<file path="src/rtl/fetch_unit_if.sv">
// Fetch front-end bundle: instruction memory port, redirect port
// and the instruction-register handshake toward decode.
interface fetch_unit_if #(
    parameter int PC_W = 26
);
    logic            imem_req;
    logic [PC_W-1:0] imem_addr;
    logic [31:0]     imem_data;
    logic            redirect;
    logic [PC_W-1:0] redirect_pc;
    logic [31:0]     ir;
    logic [PC_W-1:0] ir_pc;
    logic            ir_valid;
    logic            ir_ready;

    modport master (
        output imem_req,
        output imem_addr,
        input  imem_data,
        input  redirect,
        input  redirect_pc,
        output ir,
        output ir_pc,
        output ir_valid,
        input  ir_ready
    );

    modport slave (
        input  imem_req,
        input  imem_addr,
        output imem_data,
        output redirect,
        output redirect_pc,
        input  ir,
        input  ir_pc,
        input  ir_valid,
        output ir_ready
    );
endinterface

</file>
<file path="src/rtl/fetch_unit.sv">
// Instruction fetch: credit-limited word reads into a small queue,
// head presented to decode; redirect flushes queue and in-flight read.
module fetch_unit #(
    parameter int              DEPTH    = 4,
    parameter int              PC_W     = 26,
    parameter logic [PC_W-1:0] RESET_PC = '0
) (
    input logic          clk,
    input logic          rst,
    fetch_unit_if.master bus
);
    localparam int AW = (DEPTH > 1) ? $clog2(DEPTH) : 1;
    localparam int CW = AW + 2;

    logic [PC_W-1:0] fetch_pc;
    logic [PC_W-1:0] inflight_pc;
    logic            inflight;
    logic [31:0]     q_instr [DEPTH];
    logic [PC_W-1:0] q_pc    [DEPTH];
    logic [AW-1:0]   wr_ptr;
    logic [AW-1:0]   rd_ptr;
    logic [AW:0]     count;

    logic issue;
    logic push;
    logic pop;
    logic head_valid;
    logic [CW-1:0] credits_used;

    // Credits use registered state only, so a pop frees a slot next cycle.
    always_comb begin
        head_valid   = (count != '0);
        credits_used = CW'(count) + CW'(inflight);
        issue        = !rst && !bus.redirect
                       && (credits_used < CW'(DEPTH));
        push         = inflight && !bus.redirect;
        pop          = head_valid && bus.ir_ready && !bus.redirect;
    end

    assign bus.imem_req  = issue;
    assign bus.imem_addr = fetch_pc;
    assign bus.ir_valid  = head_valid;
    assign bus.ir        = head_valid ? q_instr[rd_ptr] : '0;
    assign bus.ir_pc     = head_valid ? q_pc[rd_ptr] : '0;

    always_ff @(posedge clk or posedge rst) begin
        if (rst) begin
            fetch_pc    <= RESET_PC;
            inflight    <= 1'b0;
            inflight_pc <= '0;
        end else if (bus.redirect) begin
            fetch_pc <= bus.redirect_pc;
            inflight <= 1'b0;
        end else begin
            inflight <= issue;
            if (issue) begin
                fetch_pc    <= fetch_pc + PC_W'(1);
                inflight_pc <= fetch_pc;
            end
        end
    end

    always_ff @(posedge clk or posedge rst) begin
        if (rst) begin
            wr_ptr <= '0;
            rd_ptr <= '0;
            count  <= '0;
        end else if (bus.redirect) begin
            wr_ptr <= '0;
            rd_ptr <= '0;
            count  <= '0;
        end else begin
            if (push) begin
                wr_ptr <= wr_ptr + AW'(1);
            end
            if (pop) begin
                rd_ptr <= rd_ptr + AW'(1);
            end
            unique case ({push, pop})
                2'b10:   count <= count + (AW+1)'(1);
                2'b01:   count <= count - (AW+1)'(1);
                default: count <= count;
            endcase
        end
    end

    // Storage needs no reset: entries are only visible through count.
    always_ff @(posedge clk) begin
        if (push) begin
            q_instr[wr_ptr] <= bus.imem_data;
            q_pc[wr_ptr]    <= inflight_pc;
        end
    end
endmodule

</file>
<file path="src/flat_wrapper.sv">
// flat-port wrapper written by rule: the top's interface ports become plain ports
module fetch_unit_flat 
#(
    parameter int              DEPTH    = 4,
    parameter int              PC_W     = 26,
    parameter logic [PC_W-1:0] RESET_PC = '0
)
  (clk, rst, bus_imem_req, bus_imem_addr, bus_imem_data, bus_redirect, bus_redirect_pc, bus_ir, bus_ir_pc, bus_ir_valid, bus_ir_ready);
  fetch_unit_if #(.PC_W(PC_W)) bus_i ();
  input logic clk;
  input logic rst;
  output wire logic [$bits(bus_i.imem_req)-1:0] bus_imem_req;
  output wire logic [$bits(bus_i.imem_addr)-1:0] bus_imem_addr;
  input wire logic [$bits(bus_i.imem_data)-1:0] bus_imem_data;
  input wire logic [$bits(bus_i.redirect)-1:0] bus_redirect;
  input wire logic [$bits(bus_i.redirect_pc)-1:0] bus_redirect_pc;
  output wire logic [$bits(bus_i.ir)-1:0] bus_ir;
  output wire logic [$bits(bus_i.ir_pc)-1:0] bus_ir_pc;
  output wire logic [$bits(bus_i.ir_valid)-1:0] bus_ir_valid;
  input wire logic [$bits(bus_i.ir_ready)-1:0] bus_ir_ready;
  assign bus_imem_req = bus_i.imem_req;
  assign bus_imem_addr = bus_i.imem_addr;
  assign bus_i.imem_data = bus_imem_data;
  assign bus_i.redirect = bus_redirect;
  assign bus_i.redirect_pc = bus_redirect_pc;
  assign bus_ir = bus_i.ir;
  assign bus_ir_pc = bus_i.ir_pc;
  assign bus_ir_valid = bus_i.ir_valid;
  assign bus_i.ir_ready = bus_ir_ready;
  fetch_unit #(.DEPTH(DEPTH), .PC_W(PC_W), .RESET_PC(RESET_PC)) u_core (.clk(clk), .rst(rst), .bus(bus_i));
endmodule
</file>
<file path="config.mk">
export PLATFORM = sky130hd
export DESIGN_NAME = fetch_unit_flat
export DESIGN_NICKNAME = d
export VERILOG_FILES = /design/src/rtl/fetch_unit_if.sv /design/src/rtl/fetch_unit.sv /design/src/flat_wrapper.sv
export SDC_FILE = /design/constraint.sdc
export NUM_CORES = 1
export LEC_CHECK = 0
export CAP_MARGIN = 20
export CORE_ASPECT_RATIO = 0.9
export CORE_UTILIZATION = 40
export CTS_BUF_LIST = sky130_fd_sc_hd__clkbuf_8 sky130_fd_sc_hd__clkbuf_16
export DETAILED_ROUTE_END_ITERATION = 8
export GPL_ROUTABILITY_DRIVEN = 0
export PLACE_DENSITY = 0.61
export SLEW_MARGIN = 20
export SYNTH_ARGS = -nofsm -noshare
export SYNTH_HDL_FRONTEND = slang
export SYNTH_SLANG_ARGS = --single-unit
</file>
<file path="constraint.sdc">
create_clock -name clk -period 2.99 [get_ports clk]
set_input_delay 0.598 -clock clk [delete_from_list [all_inputs] [get_ports clk]]
set_output_delay 0.598 -clock clk [all_outputs]
set_load 0.02 [all_outputs]
</file>
After elaboration in Yosys (flattened, before gate mapping)

Memory sizes are Yosys's and may differ from the RTL's.
Cells that the tools add are included.

Flip-flop bits (word level): 60
RAM bits: 232
Input bits: 62
Output and inout port bits: 86
Logic and storage cells: 44
Memories: 2

$add $sub $neg: 6
$lt $le $gt $ge: 1
Equality and inequality tests: 2
Multiplexer cells: 13
Bitwise gates (word level): 1
Reduce and logical (&&, ||, !) cells: 13

Memory list:

| memory         | depth | width | read ports | clocked after Yosys merged registers in | write ports | line             | text |
|---|---|---|---|---|---|---|---|
| u_core.q_instr | 4     | 32    | 1          | 0                                       | 1           | fetch_unit.sv:18 | `logic [31:0] q_instr [DEPTH];` |
| u_core.q_pc    | 4     | 26    | 1          | 0                                       | 1           | fetch_unit.sv:19 | `logic [PC_W-1:0] q_pc [DEPTH];` |

Operator list:

| operator              | count |
|---|---|
| $mux 26               | 3 |
| $mux 32               | 1 |
| $add 26x1->26 const B | 1 |
| $mux 2                | 4 |
| $pmux 3 s2            | 1 |
| $reduce_bool 2->1     | 3 |
| $reduce_bool 3->1     | 2 |
| $logic_and 1x1->1     | 5 |
| $add 2x1->2 const B   | 2 |
| $add 3x1->4           | 1 |
| $lt 4x3->1 const B    | 1 |
| $add 3x1->3 const B   | 1 |
| $mux 1                | 3 |
| $mux 3                | 1 |
| $sub 3x1->3 const B   | 1 |
| $eq 2x1->1 const B    | 1 |
| $eq 2x2->1 const B    | 1 |
| $logic_not 1->1       | 2 |
| $reduce_and 2->1      | 1 |
| $not 1->1             | 1 |

Longest topological paths before layout

Depth after elaboration: 6
Mapped depth: 7
Depth with buffers taken out: 6

Worst setup path before layout

No wires, ideal clock.

Path type: input -> register
From: input port bus_redirect
To: memory u_core.q_instr[0][0], enable pin
Library setup time: 422 ps
Arrival time: 2158 ps
Required time: 2568 ps
Path slack: 410 ps
Stages: 2
Path buffers: 0
Cells stage by stage: nor2b_1 and2_1

Longest elaborated chain between the ends: 4

Ends and longest elaborated chain:

| item                         | line               | text |
|---|---|---|
| from (decl)                  | flat_wrapper.sv:15 | `input wire logic [$bits(bus_i.redirect)-1:0] bus_redirect;` |
| $logic_not 1->1              | fetch_unit.sv:36   | `push = inflight && !bus.redirect;` |
| $logic_and 1x1->1            | fetch_unit.sv:36   |  |
| $mux 1                       | fetch_unit.sv:89   | `if (push) begin` |
| $mux 1 (implied by the code) | fetch_unit.sv:90   | `q_instr[wr_ptr] <= bus.imem_data;` |
| to (decl)                    | fetch_unit.sv:18   |  |

No other way between the ends.

Worst setup path after layout

From: register u_core.rd_ptr[0]
To: output port bus_ir[26]

Longest elaborated chain between the ends: 2

Ends and longest elaborated chain:

| item                   | line               | text |
|---|---|---|
| from (decl)            | fetch_unit.sv:21   | `logic [AW-1:0] rd_ptr;` |
| from (signal assigned) | fetch_unit.sv:77   | `rd_ptr <= rd_ptr + AW'(1);` |
| $mem_v2 4x32           | n/a                |  |
| $mux 32                | fetch_unit.sv:43   | `assign bus.ir = head_valid ? q_instr[rd_ptr] : '0;` |
| to (decl)              | flat_wrapper.sv:17 | `output wire logic [$bits(bus_i.ir)-1:0] bus_ir;` |

No other way between the ends.

==> flow_summary_export.csv <==
group,metric,value,unit
finish,multi_input_area,3140,sq um
setup_path,rr_startpoint,"u_core.count[2]$_DFFE_PP0P_",
pwr,finalPower,11.9,mW
sta,fin_crit,2.91,ns
die,dieArea,30100,sq um
clock_network,root_buffer,"clkbuf_16",
setup_path,r2r_slack,0.70,ns
sta,fin_crit_sh,97.2,%
global_routing,met2_usage,26.5,%
finish,nNetsFinal,947,
global_routing,overflow,0,
logic_synthesis,synth_seq_cells,292,
run,maxCapViolCount,0,
finish,utilization,51.3,%
pwr,total_leakage_power,5.39,nW
logic_synthesis,synth_flop_cell,"edfxtp_1",
logic_synthesis,yosysSeqAreaShare,71.9,%
clock_network,cts_tree,"yes",
detailed_routing,drtPass1Iterations,4,
global_routing,top_usage_layer,"met2",
clock_network,cts_made_buffers,30,
global_routing,met1_usage,24.8,%
detailed_routing,drc,0,
die,rows,59,
setup_path,arrival,2.31,ns
logic_synthesis,syn_area_per_cell,16.5,sq um
detailed_routing,via_per_inst,5.07,
die,die_h,165,um
global_routing,antenna_found_initial,0,
setup_path,cp_data_required_time,2.39,ns
pwr,peakVddDrop,0.435,mV
global_routing,grt_use_met3,3.26,%
finish,drive_gt1_share,16.2,%
clock_network,clk_pin_slew,0.06,ns
logic_synthesis,synth_edf_count,232,
worst_hold_path,holdPathEnd,"u_core.q_pc[2][2]$_DFFE_PP_",
placed_design,numPortBuffers,147,
clock_network,worstSkewPairLatency,0.54,ns
detailed_routing,drtIter0Drc,338,
die,initial_core_util,40.7,%
worst_hold_path,holdCritPathClass,"reg2reg",
sta,setup_tns,0,ns
worst_hold_path,hold_path_depth,0,
detailed_routing,wl_per_cell,18.9,um
placed_design,dp_hpwl,15.0,mm
detailed_routing,ant_nets,0,
sta,slew_violations,0,
pwr,p_per_area,803,nW/um^2
logic_synthesis,synth_cell_types,44,
logic_synthesis,synth_cells,713,
finish,area_growth,26.0,%
finish,fillCellCount,2448,
sta,tightestPinTransition,0.933,ns
finish,seq_area,8480,sq um
setup_path,r2r_cells,7,
logic_synthesis,synth_area,11800,sq um
die,core-area,28900,sq um
detailed_routing,routed_wl,24.6,mm
logic_synthesis,syn_nets,781,
setup_path,cp_max_fo,21,
sta,relSlewSlack,37.8,%
sta,finalSetupViolCount,0,
worst_hold_path,hold_start,"u_core.inflight_pc[2]$_DFFE_PP0P_",
setup_path,path_class,"reg2out",
logic_synthesis,yosys_warnings,0,
global_routing,grt_usage,16.9,%
sta,rsz0062_at_grt,"false",
clock_network,h-tree-depth,1,
sta,worst_slack,0.0846,ns
detailed_routing,num_vias,6583,
global_routing,grt_pass1_wl,38.9,mm
sta,fmax,344,MHz
clock_network,cts.sinks,292,
finish,num_antenna_cells,0,
die,ios,148,
global_routing,grt_pass1_vias,6735,
setup_path,reg2reg_to,"u_core.count[2]$_DFFE_PP0P_",
setup_path,start_kind,"flip-flop",
clock_network,ctsLongestPathBuffers,3,
die,die_x,183,um
sta,hold_violations,0,
clock_network,hold_buffers,0,
finish,layout_commonest_cell,"edfxtp_1",
global_routing,grt_start_max_net_pins,59,
logic_synthesis,synthArstFlopShare,20.5,%
sta,fin_skew,0.0121,ns
run_status,status,"finished clean",
placed_design,place_ws,0.206,ns
setup_path,critical_path.endpoint_type,"primary output",
finish,mostFrequentLayoutCells,"232 x edfxtp_1, 106 x nand2_1, 89 x clkdlybuf4s50_1, 61 x and2_1",
==> state kept, by name, indices dropped and copies added (netlist names) <==
name                  flops
u_core.q_instr          128
u_core.q_pc             104
u_core.bus.imem_addr     26
u_core.inflight_pc       26
u_core.count              3
u_core.rd_ptr             2
u_core.wr_ptr             2
u_core.inflight           1
==> how the worst max path moves through the flow <==
stage                                                end  slack, ns                         start
final                                         bus_ir[26]       0.08  u_core.rd_ptr[0]$_DFFE_PP0P_
after global routing                          bus_ir[17]      0.003  u_core.rd_ptr[0]$_DFFE_PP0P_
after CTS                                   bus_ir_pc[2]      -0.13  u_core.rd_ptr[0]$_DFFE_PP0P_
after detailed placement                   bus_ir_pc[22]       0.21   u_core.count[0]$_DFFE_PP0P_
after global placement                     bus_ir_pc[22]       0.21   u_core.count[0]$_DFFE_PP0P_
after floorplan           u_core.q_instr[0][0]$_DFFE_PP_       0.41                  bus_redirect
==> critical path, stage by stage, from the launching register on <==
cell           delay (ns)
dfrtp_4              0.51
buf_12               0.24
mux4_2               0.53
and2_1               0.17
dlygate4sd2_1        0.31
==> metrics by stage <==
step                instance area, sq um  hold WS [ns]  std cells
global route                       14800         0.543       1299
CTS                                14800         0.521       1299
global placement                   13800         0.504       1241
finish                             14800         0.527       1299
detailed placement                 13800         0.509       1241
floorplan                          11800         0.476        713
==> cells in the mapped netlist, drive strengths merged, types with 2 or more instances <==
library cell	n	area [sq um]
ha	5	62.6
nand3	21	105
o311ai	5	43.8
or4	8	63.8
mux4	58	1310
nor4	4	25.0
o31ai	10	75.1
clkbuf	25	93.8
a21oi	3	15.0
a22oi	2	15.0
dfrtp	60	1500
inv	6	22.5
a31oi	5	31.3
nor3b	3	22.5
nor3	5	25.0
o21ai	13	65.1
nand4	11	75.1
xnor2	5	43.8
and3	3	20.0
or3	2	12.5
buf	12	62.6
o211ai	2	15.0
and2	65	407
mux2i	3	30.0
nor2b	7	43.8
edfxtp	232	6970
and4	4	36.3
xor2	9	78.8
nor2	11	41.3
nand2	106	398
==> where the power goes <==
part	internal (mW)	switching, mW	total [mW]
combinational	1.30	1.61	2.91
sequential	4.84	0.335	5.18
clock	2.31	1.51	3.82
==> per-layer routing <==
metal | share of wire (%) | up-vias
met2 | 46 | 168
li1 | - | 3067
met3 | 4.7 | 24
met4 | 1.5 | 0
met1 | 48 | 3324
met5 | 0 | -
==> area by class of cell <==
cell class	instances	share of cell area, %
clock buffer	37	5.86
inverter	7	0.177
tap	396	3.34
sequential	292	57.1
multi-input combinational	377	21.2
timing repair buffer	171	11.2
clock inverter	19	1.17
==> what timing repair did <==
item                                    CTS  global route
endpoints found under the setup margin   59             4
pin swaps                                 1             0
setup buffers                             2             0
resized for setup                        58             4
==> cells by family after synthesis <==
kind of cell               share of synthesized area (%)
and+or+nand+nor                                     11.0
DFF                                                 71.9
buffers and inverters                               1.55
muxes                                               11.3
xor gates and xnor gates                            1.04
adders and majority gates                          0.701
AOI/OAI and AO/OA                                   2.51
Power figures use the tool's default switching activity.
